<file path="src/rtl/id_ex_stage_pkg.sv">
// Shared pipeline definitions: ALUOp encodings, datapath width and the decoded control bundle
// carried by ID/EX, EX/MEM and MEM/WB.
package id_ex_stage_pkg;

    localparam int PIPE_DW = 32;

    typedef enum logic [1:0] {
        ALU_ADD   = 2'b00,
        ALU_SUB   = 2'b01,
        ALU_RTYPE = 2'b10
    } alu_op_e;

    typedef struct packed {
        logic    reg_dst;
        logic    jump;
        logic    branch;
        logic    mem_read;
        logic    mem_to_reg;
        logic    mem_write;
        logic    alu_src;
        logic    reg_write;
        alu_op_e alu_op;
    } ctrl_t;

    localparam ctrl_t CTRL_NOP = '0;

endpackage

</file>
<file path="src/rtl/id_ex_stage_if.sv">
// ID-side inputs and EX-side outputs of the ID/EX stage; master drives ID, slave is the stage.
interface id_ex_stage_if #(
    parameter int DW   = 32,
    parameter int CNTW = 16
);
    logic            hold;
    logic            flush;
    logic            RegDst, Jump, Branch, MemRead, MemtoReg, MemWrite, ALUSrc, RegWrite;
    logic [1:0]      ALUOp;
    logic [DW-1:0]   id_pc4, id_rd1, id_rd2, id_imm;
    logic [4:0]      id_rs, id_rt, id_rd;
    logic [5:0]      id_funct;

    logic            ex_RegDst, ex_Jump, ex_Branch, ex_MemRead, ex_MemtoReg, ex_MemWrite;
    logic            ex_ALUSrc, ex_RegWrite;
    logic [1:0]      ex_ALUOp;
    logic [DW-1:0]   ex_pc4, ex_rd1, ex_rd2, ex_imm;
    logic [4:0]      ex_rs, ex_rt, ex_rd;
    logic [5:0]      ex_funct;
    logic            ex_valid;
    logic            pc_write;
    logic            ifid_write;
    logic [CNTW-1:0] bubble_count;

    modport master (
        output hold, flush, RegDst, Jump, Branch, MemRead, MemtoReg, MemWrite, ALUSrc, RegWrite,
               ALUOp, id_pc4, id_rd1, id_rd2, id_imm, id_rs, id_rt, id_rd, id_funct,
        input  ex_RegDst, ex_Jump, ex_Branch, ex_MemRead, ex_MemtoReg, ex_MemWrite, ex_ALUSrc,
               ex_RegWrite, ex_ALUOp, ex_pc4, ex_rd1, ex_rd2, ex_imm, ex_rs, ex_rt, ex_rd,
               ex_funct, ex_valid, pc_write, ifid_write, bubble_count
    );

    modport slave (
        input  hold, flush, RegDst, Jump, Branch, MemRead, MemtoReg, MemWrite, ALUSrc, RegWrite,
               ALUOp, id_pc4, id_rd1, id_rd2, id_imm, id_rs, id_rt, id_rd, id_funct,
        output ex_RegDst, ex_Jump, ex_Branch, ex_MemRead, ex_MemtoReg, ex_MemWrite, ex_ALUSrc,
               ex_RegWrite, ex_ALUOp, ex_pc4, ex_rd1, ex_rd2, ex_imm, ex_rs, ex_rt, ex_rd,
               ex_funct, ex_valid, pc_write, ifid_write, bubble_count
    );
endinterface

</file>
<file path="src/rtl/id_ex_stage_hazard_unit.sv">
// Load-use detector and PC / IF-ID write enables; purely combinational.
module hazard_unit (
    input  logic       hold,
    input  logic       flush,
    input  logic       ex_mem_read,
    input  logic       ex_valid,
    input  logic [4:0] ex_rt,
    input  logic [4:0] id_rs,
    input  logic [4:0] id_rt,
    output logic       luse,
    output logic       pc_write,
    output logic       ifid_write
);
    // rt match is taken even for I-type consumers: a spare bubble is cheaper than decoding here
    assign luse = ex_mem_read & ex_valid & (ex_rt != 5'd0) &
                  ((ex_rt == id_rs) | (ex_rt == id_rt));

    // A flushed ID instruction is discarded, so its hazard must not stall fetch
    assign pc_write   = ~(hold | (luse & ~flush));
    assign ifid_write = pc_write;
endmodule

</file>
<file path="src/rtl/id_ex_stage.sv">
// ID/EX pipeline register: one-cycle ID->EX, bubble on flush or load-use, frozen on hold,
// saturating count of inserted bubbles.
module id_ex_stage
    import id_ex_stage_pkg::*;
#(
    parameter int DW   = PIPE_DW,
    parameter int CNTW = 16
) (
    input  logic        clk,
    input  logic        reset,
    id_ex_stage_if.slave bus
);
    ctrl_t           ctrl_q;
    ctrl_t           id_ctrl;
    logic            valid_q;
    logic [DW-1:0]   pc4_q, rd1_q, rd2_q, imm_q;
    logic [4:0]      rs_q, rt_q, rd_q;
    logic [5:0]      funct_q;
    logic [CNTW-1:0] cnt_q;
    logic            luse;
    logic            bubble;

    assign id_ctrl = '{
        reg_dst:    bus.RegDst,
        jump:       bus.Jump,
        branch:     bus.Branch,
        mem_read:   bus.MemRead,
        mem_to_reg: bus.MemtoReg,
        mem_write:  bus.MemWrite,
        alu_src:    bus.ALUSrc,
        reg_write:  bus.RegWrite,
        alu_op:     alu_op_e'(bus.ALUOp)
    };

    hazard_unit u_hazard (
        .hold        (bus.hold),
        .flush       (bus.flush),
        .ex_mem_read (ctrl_q.mem_read),
        .ex_valid    (valid_q),
        .ex_rt       (rt_q),
        .id_rs       (bus.id_rs),
        .id_rt       (bus.id_rt),
        .luse        (luse),
        .pc_write    (bus.pc_write),
        .ifid_write  (bus.ifid_write)
    );

    assign bubble = bus.flush | luse;

    always_ff @(posedge clk) begin
        if (reset) begin
            ctrl_q  <= CTRL_NOP;
            valid_q <= 1'b0;
            pc4_q   <= '0;
            rd1_q   <= '0;
            rd2_q   <= '0;
            imm_q   <= '0;
            rs_q    <= '0;
            rt_q    <= '0;
            rd_q    <= '0;
            funct_q <= '0;
            cnt_q   <= '0;
        end else if (!bus.hold) begin
            // Data fields load even on a bubble so the slot content stays deterministic
            pc4_q   <= bus.id_pc4;
            rd1_q   <= bus.id_rd1;
            rd2_q   <= bus.id_rd2;
            imm_q   <= bus.id_imm;
            rs_q    <= bus.id_rs;
            rt_q    <= bus.id_rt;
            rd_q    <= bus.id_rd;
            funct_q <= bus.id_funct;
            if (bubble) begin
                ctrl_q  <= CTRL_NOP;
                valid_q <= 1'b0;
                if (cnt_q != '1) begin
                    cnt_q <= cnt_q + CNTW'(1);
                end
            end else begin
                ctrl_q  <= id_ctrl;
                valid_q <= 1'b1;
            end
        end
    end

    assign bus.ex_RegDst    = ctrl_q.reg_dst;
    assign bus.ex_Jump      = ctrl_q.jump;
    assign bus.ex_Branch    = ctrl_q.branch;
    assign bus.ex_MemRead   = ctrl_q.mem_read;
    assign bus.ex_MemtoReg  = ctrl_q.mem_to_reg;
    assign bus.ex_MemWrite  = ctrl_q.mem_write;
    assign bus.ex_ALUSrc    = ctrl_q.alu_src;
    assign bus.ex_RegWrite  = ctrl_q.reg_write;
    assign bus.ex_ALUOp     = ctrl_q.alu_op;
    assign bus.ex_pc4       = pc4_q;
    assign bus.ex_rd1       = rd1_q;
    assign bus.ex_rd2       = rd2_q;
    assign bus.ex_imm       = imm_q;
    assign bus.ex_rs        = rs_q;
    assign bus.ex_rt        = rt_q;
    assign bus.ex_rd        = rd_q;
    assign bus.ex_funct     = funct_q;
    assign bus.ex_valid     = valid_q;
    assign bus.bubble_count = cnt_q;
endmodule
</file>
<file path="src/flat_wrapper.sv">
// flat-port wrapper written by rule: the top's interface ports become plain ports
module id_ex_stage_flat import id_ex_stage_pkg::*;
#(
    parameter int DW   = PIPE_DW,
    parameter int CNTW = 16
)
  (clk, reset, bus_hold, bus_flush, bus_RegDst, bus_Jump, bus_Branch, bus_MemRead, bus_MemtoReg, bus_MemWrite, bus_ALUSrc, bus_RegWrite, bus_ALUOp, bus_id_pc4, bus_id_rd1, bus_id_rd2, bus_id_imm, bus_id_rs, bus_id_rt, bus_id_rd, bus_id_funct, bus_ex_RegDst, bus_ex_Jump, bus_ex_Branch, bus_ex_MemRead, bus_ex_MemtoReg, bus_ex_MemWrite, bus_ex_ALUSrc, bus_ex_RegWrite, bus_ex_ALUOp, bus_ex_pc4, bus_ex_rd1, bus_ex_rd2, bus_ex_imm, bus_ex_rs, bus_ex_rt, bus_ex_rd, bus_ex_funct, bus_ex_valid, bus_pc_write, bus_ifid_write, bus_bubble_count);
  id_ex_stage_if #(.DW(DW), .CNTW(CNTW)) bus_i ();
  input  logic clk;
  input  logic reset;
  input wire logic [$bits(bus_i.hold)-1:0] bus_hold;
  input wire logic [$bits(bus_i.flush)-1:0] bus_flush;
  input wire logic [$bits(bus_i.RegDst)-1:0] bus_RegDst;
  input wire logic [$bits(bus_i.Jump)-1:0] bus_Jump;
  input wire logic [$bits(bus_i.Branch)-1:0] bus_Branch;
  input wire logic [$bits(bus_i.MemRead)-1:0] bus_MemRead;
  input wire logic [$bits(bus_i.MemtoReg)-1:0] bus_MemtoReg;
  input wire logic [$bits(bus_i.MemWrite)-1:0] bus_MemWrite;
  input wire logic [$bits(bus_i.ALUSrc)-1:0] bus_ALUSrc;
  input wire logic [$bits(bus_i.RegWrite)-1:0] bus_RegWrite;
  input wire logic [$bits(bus_i.ALUOp)-1:0] bus_ALUOp;
  input wire logic [$bits(bus_i.id_pc4)-1:0] bus_id_pc4;
  input wire logic [$bits(bus_i.id_rd1)-1:0] bus_id_rd1;
  input wire logic [$bits(bus_i.id_rd2)-1:0] bus_id_rd2;
  input wire logic [$bits(bus_i.id_imm)-1:0] bus_id_imm;
  input wire logic [$bits(bus_i.id_rs)-1:0] bus_id_rs;
  input wire logic [$bits(bus_i.id_rt)-1:0] bus_id_rt;
  input wire logic [$bits(bus_i.id_rd)-1:0] bus_id_rd;
  input wire logic [$bits(bus_i.id_funct)-1:0] bus_id_funct;
  output wire logic [$bits(bus_i.ex_RegDst)-1:0] bus_ex_RegDst;
  output wire logic [$bits(bus_i.ex_Jump)-1:0] bus_ex_Jump;
  output wire logic [$bits(bus_i.ex_Branch)-1:0] bus_ex_Branch;
  output wire logic [$bits(bus_i.ex_MemRead)-1:0] bus_ex_MemRead;
  output wire logic [$bits(bus_i.ex_MemtoReg)-1:0] bus_ex_MemtoReg;
  output wire logic [$bits(bus_i.ex_MemWrite)-1:0] bus_ex_MemWrite;
  output wire logic [$bits(bus_i.ex_ALUSrc)-1:0] bus_ex_ALUSrc;
  output wire logic [$bits(bus_i.ex_RegWrite)-1:0] bus_ex_RegWrite;
  output wire logic [$bits(bus_i.ex_ALUOp)-1:0] bus_ex_ALUOp;
  output wire logic [$bits(bus_i.ex_pc4)-1:0] bus_ex_pc4;
  output wire logic [$bits(bus_i.ex_rd1)-1:0] bus_ex_rd1;
  output wire logic [$bits(bus_i.ex_rd2)-1:0] bus_ex_rd2;
  output wire logic [$bits(bus_i.ex_imm)-1:0] bus_ex_imm;
  output wire logic [$bits(bus_i.ex_rs)-1:0] bus_ex_rs;
  output wire logic [$bits(bus_i.ex_rt)-1:0] bus_ex_rt;
  output wire logic [$bits(bus_i.ex_rd)-1:0] bus_ex_rd;
  output wire logic [$bits(bus_i.ex_funct)-1:0] bus_ex_funct;
  output wire logic [$bits(bus_i.ex_valid)-1:0] bus_ex_valid;
  output wire logic [$bits(bus_i.pc_write)-1:0] bus_pc_write;
  output wire logic [$bits(bus_i.ifid_write)-1:0] bus_ifid_write;
  output wire logic [$bits(bus_i.bubble_count)-1:0] bus_bubble_count;
  assign bus_i.hold = bus_hold;
  assign bus_i.flush = bus_flush;
  assign bus_i.RegDst = bus_RegDst;
  assign bus_i.Jump = bus_Jump;
  assign bus_i.Branch = bus_Branch;
  assign bus_i.MemRead = bus_MemRead;
  assign bus_i.MemtoReg = bus_MemtoReg;
  assign bus_i.MemWrite = bus_MemWrite;
  assign bus_i.ALUSrc = bus_ALUSrc;
  assign bus_i.RegWrite = bus_RegWrite;
  assign bus_i.ALUOp = bus_ALUOp;
  assign bus_i.id_pc4 = bus_id_pc4;
  assign bus_i.id_rd1 = bus_id_rd1;
  assign bus_i.id_rd2 = bus_id_rd2;
  assign bus_i.id_imm = bus_id_imm;
  assign bus_i.id_rs = bus_id_rs;
  assign bus_i.id_rt = bus_id_rt;
  assign bus_i.id_rd = bus_id_rd;
  assign bus_i.id_funct = bus_id_funct;
  assign bus_ex_RegDst = bus_i.ex_RegDst;
  assign bus_ex_Jump = bus_i.ex_Jump;
  assign bus_ex_Branch = bus_i.ex_Branch;
  assign bus_ex_MemRead = bus_i.ex_MemRead;
  assign bus_ex_MemtoReg = bus_i.ex_MemtoReg;
  assign bus_ex_MemWrite = bus_i.ex_MemWrite;
  assign bus_ex_ALUSrc = bus_i.ex_ALUSrc;
  assign bus_ex_RegWrite = bus_i.ex_RegWrite;
  assign bus_ex_ALUOp = bus_i.ex_ALUOp;
  assign bus_ex_pc4 = bus_i.ex_pc4;
  assign bus_ex_rd1 = bus_i.ex_rd1;
  assign bus_ex_rd2 = bus_i.ex_rd2;
  assign bus_ex_imm = bus_i.ex_imm;
  assign bus_ex_rs = bus_i.ex_rs;
  assign bus_ex_rt = bus_i.ex_rt;
  assign bus_ex_rd = bus_i.ex_rd;
  assign bus_ex_funct = bus_i.ex_funct;
  assign bus_ex_valid = bus_i.ex_valid;
  assign bus_pc_write = bus_i.pc_write;
  assign bus_ifid_write = bus_i.ifid_write;
  assign bus_bubble_count = bus_i.bubble_count;
  id_ex_stage #(.DW(DW), .CNTW(CNTW)) u_core (.clk(clk), .reset(reset), .bus(bus_i));
endmodule
</file>
<file path="config.mk">
export PLATFORM = sky130hd
export DESIGN_NAME = id_ex_stage_flat
export DESIGN_NICKNAME = d
export VERILOG_FILES = /design/src/rtl/id_ex_stage_pkg.sv /design/src/rtl/id_ex_stage_if.sv /design/src/rtl/id_ex_stage_hazard_unit.sv /design/src/rtl/id_ex_stage.sv /design/src/flat_wrapper.sv
export SDC_FILE = /design/constraint.sdc
export NUM_CORES = 1
export LEC_CHECK = 0
export CORE_ASPECT_RATIO = 0.8
export CORE_MARGIN = 10
export CORE_UTILIZATION = 43
export CTS_BUF_LIST = sky130_fd_sc_hd__clkbuf_16
export CTS_CLUSTER_SIZE = 16
export DETAILED_ROUTE_END_ITERATION = 10
export HOLD_SLACK_MARGIN = 0.03
export PLACE_DENSITY = 0.95
export RECOVER_POWER = 50
export SLEW_MARGIN = 20
export SYNTH_ARGS = -nofsm -noshare
export SYNTH_HDL_FRONTEND = slang
export SYNTH_SLANG_ARGS = --single-unit
</file>
<file path="constraint.sdc">
create_clock -name clk -period 3.2 [get_ports clk]
set_input_delay 0.8 -clock clk [delete_from_list [all_inputs] [get_ports clk]]
set_output_delay 0.8 -clock clk [all_outputs]
set_load 0.01 [all_outputs]
</file>
==> metrics.md <==
| Metric | Value |
|---|---|
| Status | `completed` |
| Seq/Total Area, Yosys | `0.538` |
| Max Clk Rate | `320 MHz` |
| Final RePlAce weighted congestion | `around 0.92` |
| Synth unique cells | `40` |
| Yosys warns | `0` |
| Clock root cell | `clkbuf_16` |
| Critical Path AT | `~2.3 ns` |
| Crit end category | `output pin` |
| Clock share of power | `0.375` |
| Drt via density | `approximately 4.9` |
| CP startpoint kind | `input port` |
| Sw frac | `0.245` |
| Final wirelength | `about 22000 um` |
| Synth Net Count | `799` |
| Die area | `between 0.02 and 0.025 mm2` |
| Cells after DPL | `~1100` |
| Critical R2R Launch | `u_core.bus.ex_rt[4]` |
| Nets@finish | `around 1100` |
| Critical Path RT | `between 2 and 2.5 ns` |
| Initial Util | `0.438` |
| TritonCTS clock tree | `built` |
| Layout cells sized above 1 | `0.0584` |
| Clk buf depth | `2` |
| WHS | `just under 0.5 ns` |
| Hold EP | `u_core.bus.ex_pc4[8]` |
| Final hold vios | `0` |
| CP Class | `in2out` |
| CP startpoint | `bus_id_rt[3]` |
| Pre-CTS WS | `-0.176 ns` |
| Ranking of synthesized cells by area | `dfxtp_1 54%, mux2i_1 23%, nor2_1 10%` |
| CTS buffer count | `17` |
| Total net switching power | `around 1.3 mW` |
| First-pass GRT wire length | `32400 um` |
| Worst slew margin | `0.199` |
| Core area | `~0.015 mm2` |
| RSZ-0062 raised after global routing | `false` |
| DRT iter0 DRCs | `between 200 and 300` |
| Placement Cell Area | `a little over 0.01 mm2` |
| Final Slew Violations | `0` |
| FP Rows | `40` |
| Syn Area/Cell | `between 10 and 15 um2` |
| Max_cap viols | `0` |
| Yosys top cell by area | `dfxtp_1` |
| Vias | `between 5000 and 6000` |
| Max VDD drop | `about 0.38 mV` |
| Non-Filler Instances | `between 1000 and 1500` |
| Clock sink total | `about 180` |
| Hold depth | `2` |
| Total track usage | `0.201` |
| Worst Tran Pin Value | `~1.2 ns` |
| H-Tree Depth | `4` |
| Drt pass-1 iters | `4` |
| Min Tclk post-route | `approximately 3.1 ns` |
| Ys async rst share | `0` |
| Leakage | `4.53 nW` |
| Fin Clk Skew | `about 0.0074 ns` |
| Worst skew pair latency | `0.42 ns` |
| Post-route DRC | `0` |
| Number of synthesized flops with an enable pin | `0` |
| Ys flop type | `dfxtp_1` |
| Drt wl/cell | `around 19 um` |
| Die height | `approximately 130 um` |
| I/O pins | `approximately 340` |
| Top cell type's share of synthesized area | `0.538` |
| Pwr dens | `roughly 480 mW/mm2` |
| Part of the power in registers | `0.463` |
| Hold Crit Class | `reg2reg` |
| Top cells by count, synth | `176 x dfxtp_1, 174 x nor2_1, 150 x mux2i_1` |
| Clock edge transition at the registers on the reported setup and hold paths | `0.06 ns` |
| Worst setup slack after layout | `approximately 0.070 ns` |
| Hold Crit Start | `u_core.bus.ex_pc4[8]` |
| Die Wd | `between 150 and 200 um` |
| Setup violators final | `0` |
| Initial antenna violation count | `0` |
| Vias in the first global route | `5835` |
| Most common cell in the netlist | `dfxtp_1` |
| Largest net degree at the start of global routing | `roughly 120` |
| CP max FO | `2` |
| Reg2Reg Setup Slack | `approximately 0.85 ns` |
| Cells after Synth | `around 640` |
| Routed Antenna Nets | `0` |
| Reg2reg path depth | `6` |
| Grt ovf | `0` |
| Port Buffers | `between 300 and 400` |
| Final instance area | `about 0.011 mm2` |
| Reg-to-Reg End | `u_core.bus.ex_Branch` |
| Combinational Power Share | `0.162` |
| Tcrit/Tclk final | `0.978` |
| Post-synth design cell area | `approximately 0.0065 mm2` |
| Yosys reg bits | `about 180` |
| Cell internal pwr | `roughly 3.9 mW` |
| CTS Hold Bufs | `0` |
| Area delta synth->final | `63.0%` |
| DP Wirelength | `17100 um` |
==> logic make-up after synthesis <==
logic type      share of synthesized area
compound gates                     0.0418
xor+xnor                           0.0174
fa+ha+maj                         0.00191
buf+inv                            0.0279
flops                               0.538
mux                                 0.237
simple gates                        0.136
==> flip-flops by register name, indices dropped and copies added (netlist names), 2 cells and up <==
register                 count
u_core.bus.ex_rd             5
u_core.bus.ex_rt             5
u_core.bus.ex_pc4           32
u_core.bus.ex_rd2           32
u_core.bus.bubble_count     16
u_core.bus.ex_imm           32
u_core.bus.ex_funct          6
u_core.bus.ex_rd1           32
u_core.bus.ex_rs             5
u_core.bus.ex_ALUOp          2
==> power groups by stage <==
| stage | logic, mW | registers (mW) | clock network [mW] |
|---|---|---|---|
| after floorplan | 0.270 | 2.47 | 0 |
| final | 0.832 | 2.37 | 1.92 |
| after global routing | 0.890 | 2.39 | 2.04 |
| after detailed placement | 0.841 | 2.42 | 0 |
| after global placement | 0.823 | 2.42 | 0 |
| after CTS | 0.848 | 2.38 | 1.96 |
==> worst max-delay path by stage <==
stage	to	slack, ns	cells past startpoint
finish	bus_pc_write	0.07	6
global route	bus_pc_write	0.007	6
CTS	bus_ifid_write	0.10	6
detailed placement	bus_pc_write	-0.18	6
global placement	bus_pc_write	-0.08	6
floorplan	bus_pc_write	0.56	5
==> per-layer routing <==
| metal | wire (um) | part of all wire | track usage |
|---|---|---|---|
| met5 | 0 | 0 | 0 |
| met4 | 433 | 0.019 | 0.0669 |
| met3 | 2080 | 0.093 | 0.0735 |
| met1 | 8570 | 0.39 | 0.222 |
| met2 | 11100 | 0.50 | 0.351 |
==> timing repair <==
| item | CTS | global route |
|---|---|---|
| buffers inserted | 0 | 0 |
| endpoints found under the setup margin | 2 | 0 |
| gates resized for setup | 4 | 0 |
==> layout make-up <==
type | instances | area, um2
Antenna cell | 1 | 2.50
Clock buffer | 17 | 425
Clock inverter | 14 | 116
Fill cell | 1069 | 4290
Inverter | 4 | 15.0
Multi-Input combinational cell | 414 | 2860
Sequential cell | 176 | 3520
Tap cell | 189 | 236
Timing Repair Buffer | 351 | 3500
==> critical path, stage by stage <==
cell,delay (ns)
clkdlybuf4s50_1,0.46
xnor2_1,0.22
nand3_1,0.17
o22ai_2,0.21
a31oi_2,0.16
dlygate4sd2_1,0.31
==> through the flow <==
stage | util | TNS (ns) | power [mW]
5_1_grt | 0.713 | 0 | 5.31
4_1_cts | 0.714 | 0 | 5.18
3_3_place_gp | 0.677 | -0.168 | 3.24
3_5_place_dp | 0.677 | -0.349 | 3.26
2_1_floorplan | - | 0 | 2.74
6_report | 0.713 | 0 | 5.13
==> layout by cell type, fill, tap and decap left out, drive strengths merged, types with 3 or more instances in the layout <==
cell / count
dfxtp: 176
clkbuf: 19
inv: 8
a21oi: 9
a31o: 4
nor2b: 4
mux2i: 150
buf: 11
clkdlybuf4s50: 309
nand3: 7
mux2: 4
clkinv: 7
a22oi: 10
dlygate4sd3: 27
nor2: 175
nand2: 4
and3: 5
xnor2: 13
nand2b: 3
nand4: 4
Power figures use the tool's default switching activity.
==> RTL change, RTL diff (config.mk and constraints unchanged) <==
Set the package constant `PIPE_DW` to 48 (it was 32).
--- a/src/rtl/id_ex_stage_pkg.sv
+++ b/src/rtl/id_ex_stage_pkg.sv
@@ -2,7 +2,7 @@
 // carried by ID/EX, EX/MEM and MEM/WB.
 package id_ex_stage_pkg;
 
-    localparam int PIPE_DW = 32;
+    localparam int PIPE_DW = 48;
 
     typedef enum logic [1:0] {
         ALU_ADD   = 2'b00,
Ports: changed (8 resized); port bits go from 341 to 469. The function was not compared with the original's and may differ.
==> RTL change against the original RTL <==
The run now ends with max-capacitance violations, max-slew violations left. Cell count is 34% higher. Sequential cell count is 64 higher. Wire length is 51% higher. Clock power is 37% higher. Cell area is 34% higher. Maximum frequency is 2.1% higher. First-iteration DRC count is 48% higher. Power is 38% higher. Worst setup slack better by 64 ps. Synthesized area is 33% higher. Register-to-register slack better by 80 ps. Combinational power is 41% higher. Largest power group unchanged. Highest routed layer unchanged.
==> RTL change: results (changes against the original RTL) <==
- Failing checks: max-capacitance violations, max-slew violations
- Drt initial violations: 427 (+48%)
- Max Cap Violations: 1 (+1)
- Leakage: 6.04 nW (+33%)
- Vias in the first global route: 8292 (+42%)
- Clock skew: 11.5 ps (+4.15 ps)
- Finished Layout Cells: 1566 (+34%)
- Met3 usage: 10.1% (+2.7 points)
- DP Area: 13600 um^2 (+34%)
- Clock share of power: 37.4% (about the same)
- FF-to-FF setup slack: 930 ps (+80 ps)
- CP Data Arrival Time: 2270 ps (-60 ps)
- Initial antenna violation count: 2 (+2)
- Peak supply drop: 419 uV (+9.9%)
- RD Place Congestion: 0.849 (-7.3%)
- Placed Cells: 1522 (+34%)
- Terminus of the critical flop-to-flop path: u_core.bus.bubble_count[14]
- CP Capture Point: bus_ifid_write
- Clk_lat worst skew: 510 ps (+90 ps)
- Number of CTS-inserted buffers: 24 (+7)
- Final Util: 71.8% (+0.53 points)
- Combinational power share: 16.6% (+0.4 points)
- Tot GR Track Use: 24.1% (+4.0 points)
- Seq/Total Area, Yosys: 55.2% (+1.4 points)
- Most instantiated cells after synthesis: dfxtp_1, nor2_1, mux2i_1, clkbuf_1, a21oi_1
- R2r startpoint: u_core.bus.bubble_count[0]
- Port bufs: 468 (+38%)
- Critical Path Max Stage Delay: 520 ps (+60 ps)
- GRT met1 Usage: 23.5% (+1.3 points)
- GRT met2 Usage: 44.4% (+9.3 points)
- Top cells by area, synth: dfxtp_1, mux2i_1, nor2_1, clkbuf_1, xnor2_1
- Clock Tree Buf Depth: 3 (+1)
- Fillers: 1315 (+23%)
- Pins Over Slew Limit: 130 (+130)
- Syn Area/Cell: 10.4 um^2 (+0.76%)
- Async set-reset flop share out of synthesis: 0% (unchanged)
- Yosys cell types: 36 (-10%)
- First-pass GRT wire length: 49900 um (+54%)
- DR vias: 7865 (+37%)
- CP max FO: 2 (unchanged)
- Largest net degree at the start of global routing: 130 (+5.7%)
- Status: finished with violations
- Pre-Repair DR Iteration Count: 5 (+1)
- Crit path launch: bus_id_rs[3]
- DP HPWL: 25300 um (+48%)
RTL change: cell families (layout without fill, tap and decap cells):
group                    after synthesis  count (layout)  share of synthesized area, %
XOR/XNOR                              12              12                          1.21
flip-flops                           240             240                          55.2
adder cells (fa/ha/maj)                1               1                         0.144
AND/OR/NAND/NOR                      270             270                          12.6
other                                  0               2                             0
multiplexers                         215             215                          24.7
AO/OA/AOI/OAI                         42              42                          3.09
buffers and inverters                 58             520                          3.03
RTL change: worst min-delay path by stage:
stage,startpoint,endpoint,slack (ps),cells past startpoint
final,u_core.bus.ex_rd1[47],u_core.bus.ex_rd1[47],490,2
after global routing,u_core.bus.ex_imm[35],u_core.bus.ex_imm[35],510,2
after CTS,u_core.bus.ex_rd1[47],u_core.bus.ex_rd1[47],500,2
after detailed placement,u_core.bus.ex_imm[47],u_core.bus.ex_imm[47],480,2
after global placement,u_core.bus.ex_rd1[31],u_core.bus.ex_rd1[31],470,2
after floorplan,u_core.bus.bubble_count[14],u_core.bus.bubble_count[14],500,2
RTL change: metal layers:
| layer | routed length, um | up-vias |
|---|---|---|
| li1 | - | 3727 |
| met1 | 11300 | 3727 |
| met2 | 17400 | 342 |
| met3 | 3770 | 69 |
| met4 | 1250 | 0 |
| met5 | 0 | - |
RTL change: area by class of cell:
| cell class | instances | area share [%] |
|---|---|---|
| flip-flops and latches | 240 | 33.7 |
| multi-input cells | 540 | 25.6 |
| inverters | 2 | 0.0526 |
| diodes | 2 | 0.0351 |
| clock buffers | 25 | 4.39 |
| clock inverters | 17 | 0.737 |
| repair buffers | 476 | 33.2 |
| well taps | 264 | 2.32 |
RTL change: worst reg2reg max path, delay by kind of cell, from the launching register on:
family / cells / cell delay, ps
and+or+nand+nor: 4 / 1390
AOI/OAI and AO/OA: 1 / 160
adders and majority gates: 1 / 240
DFF: 1 / 400
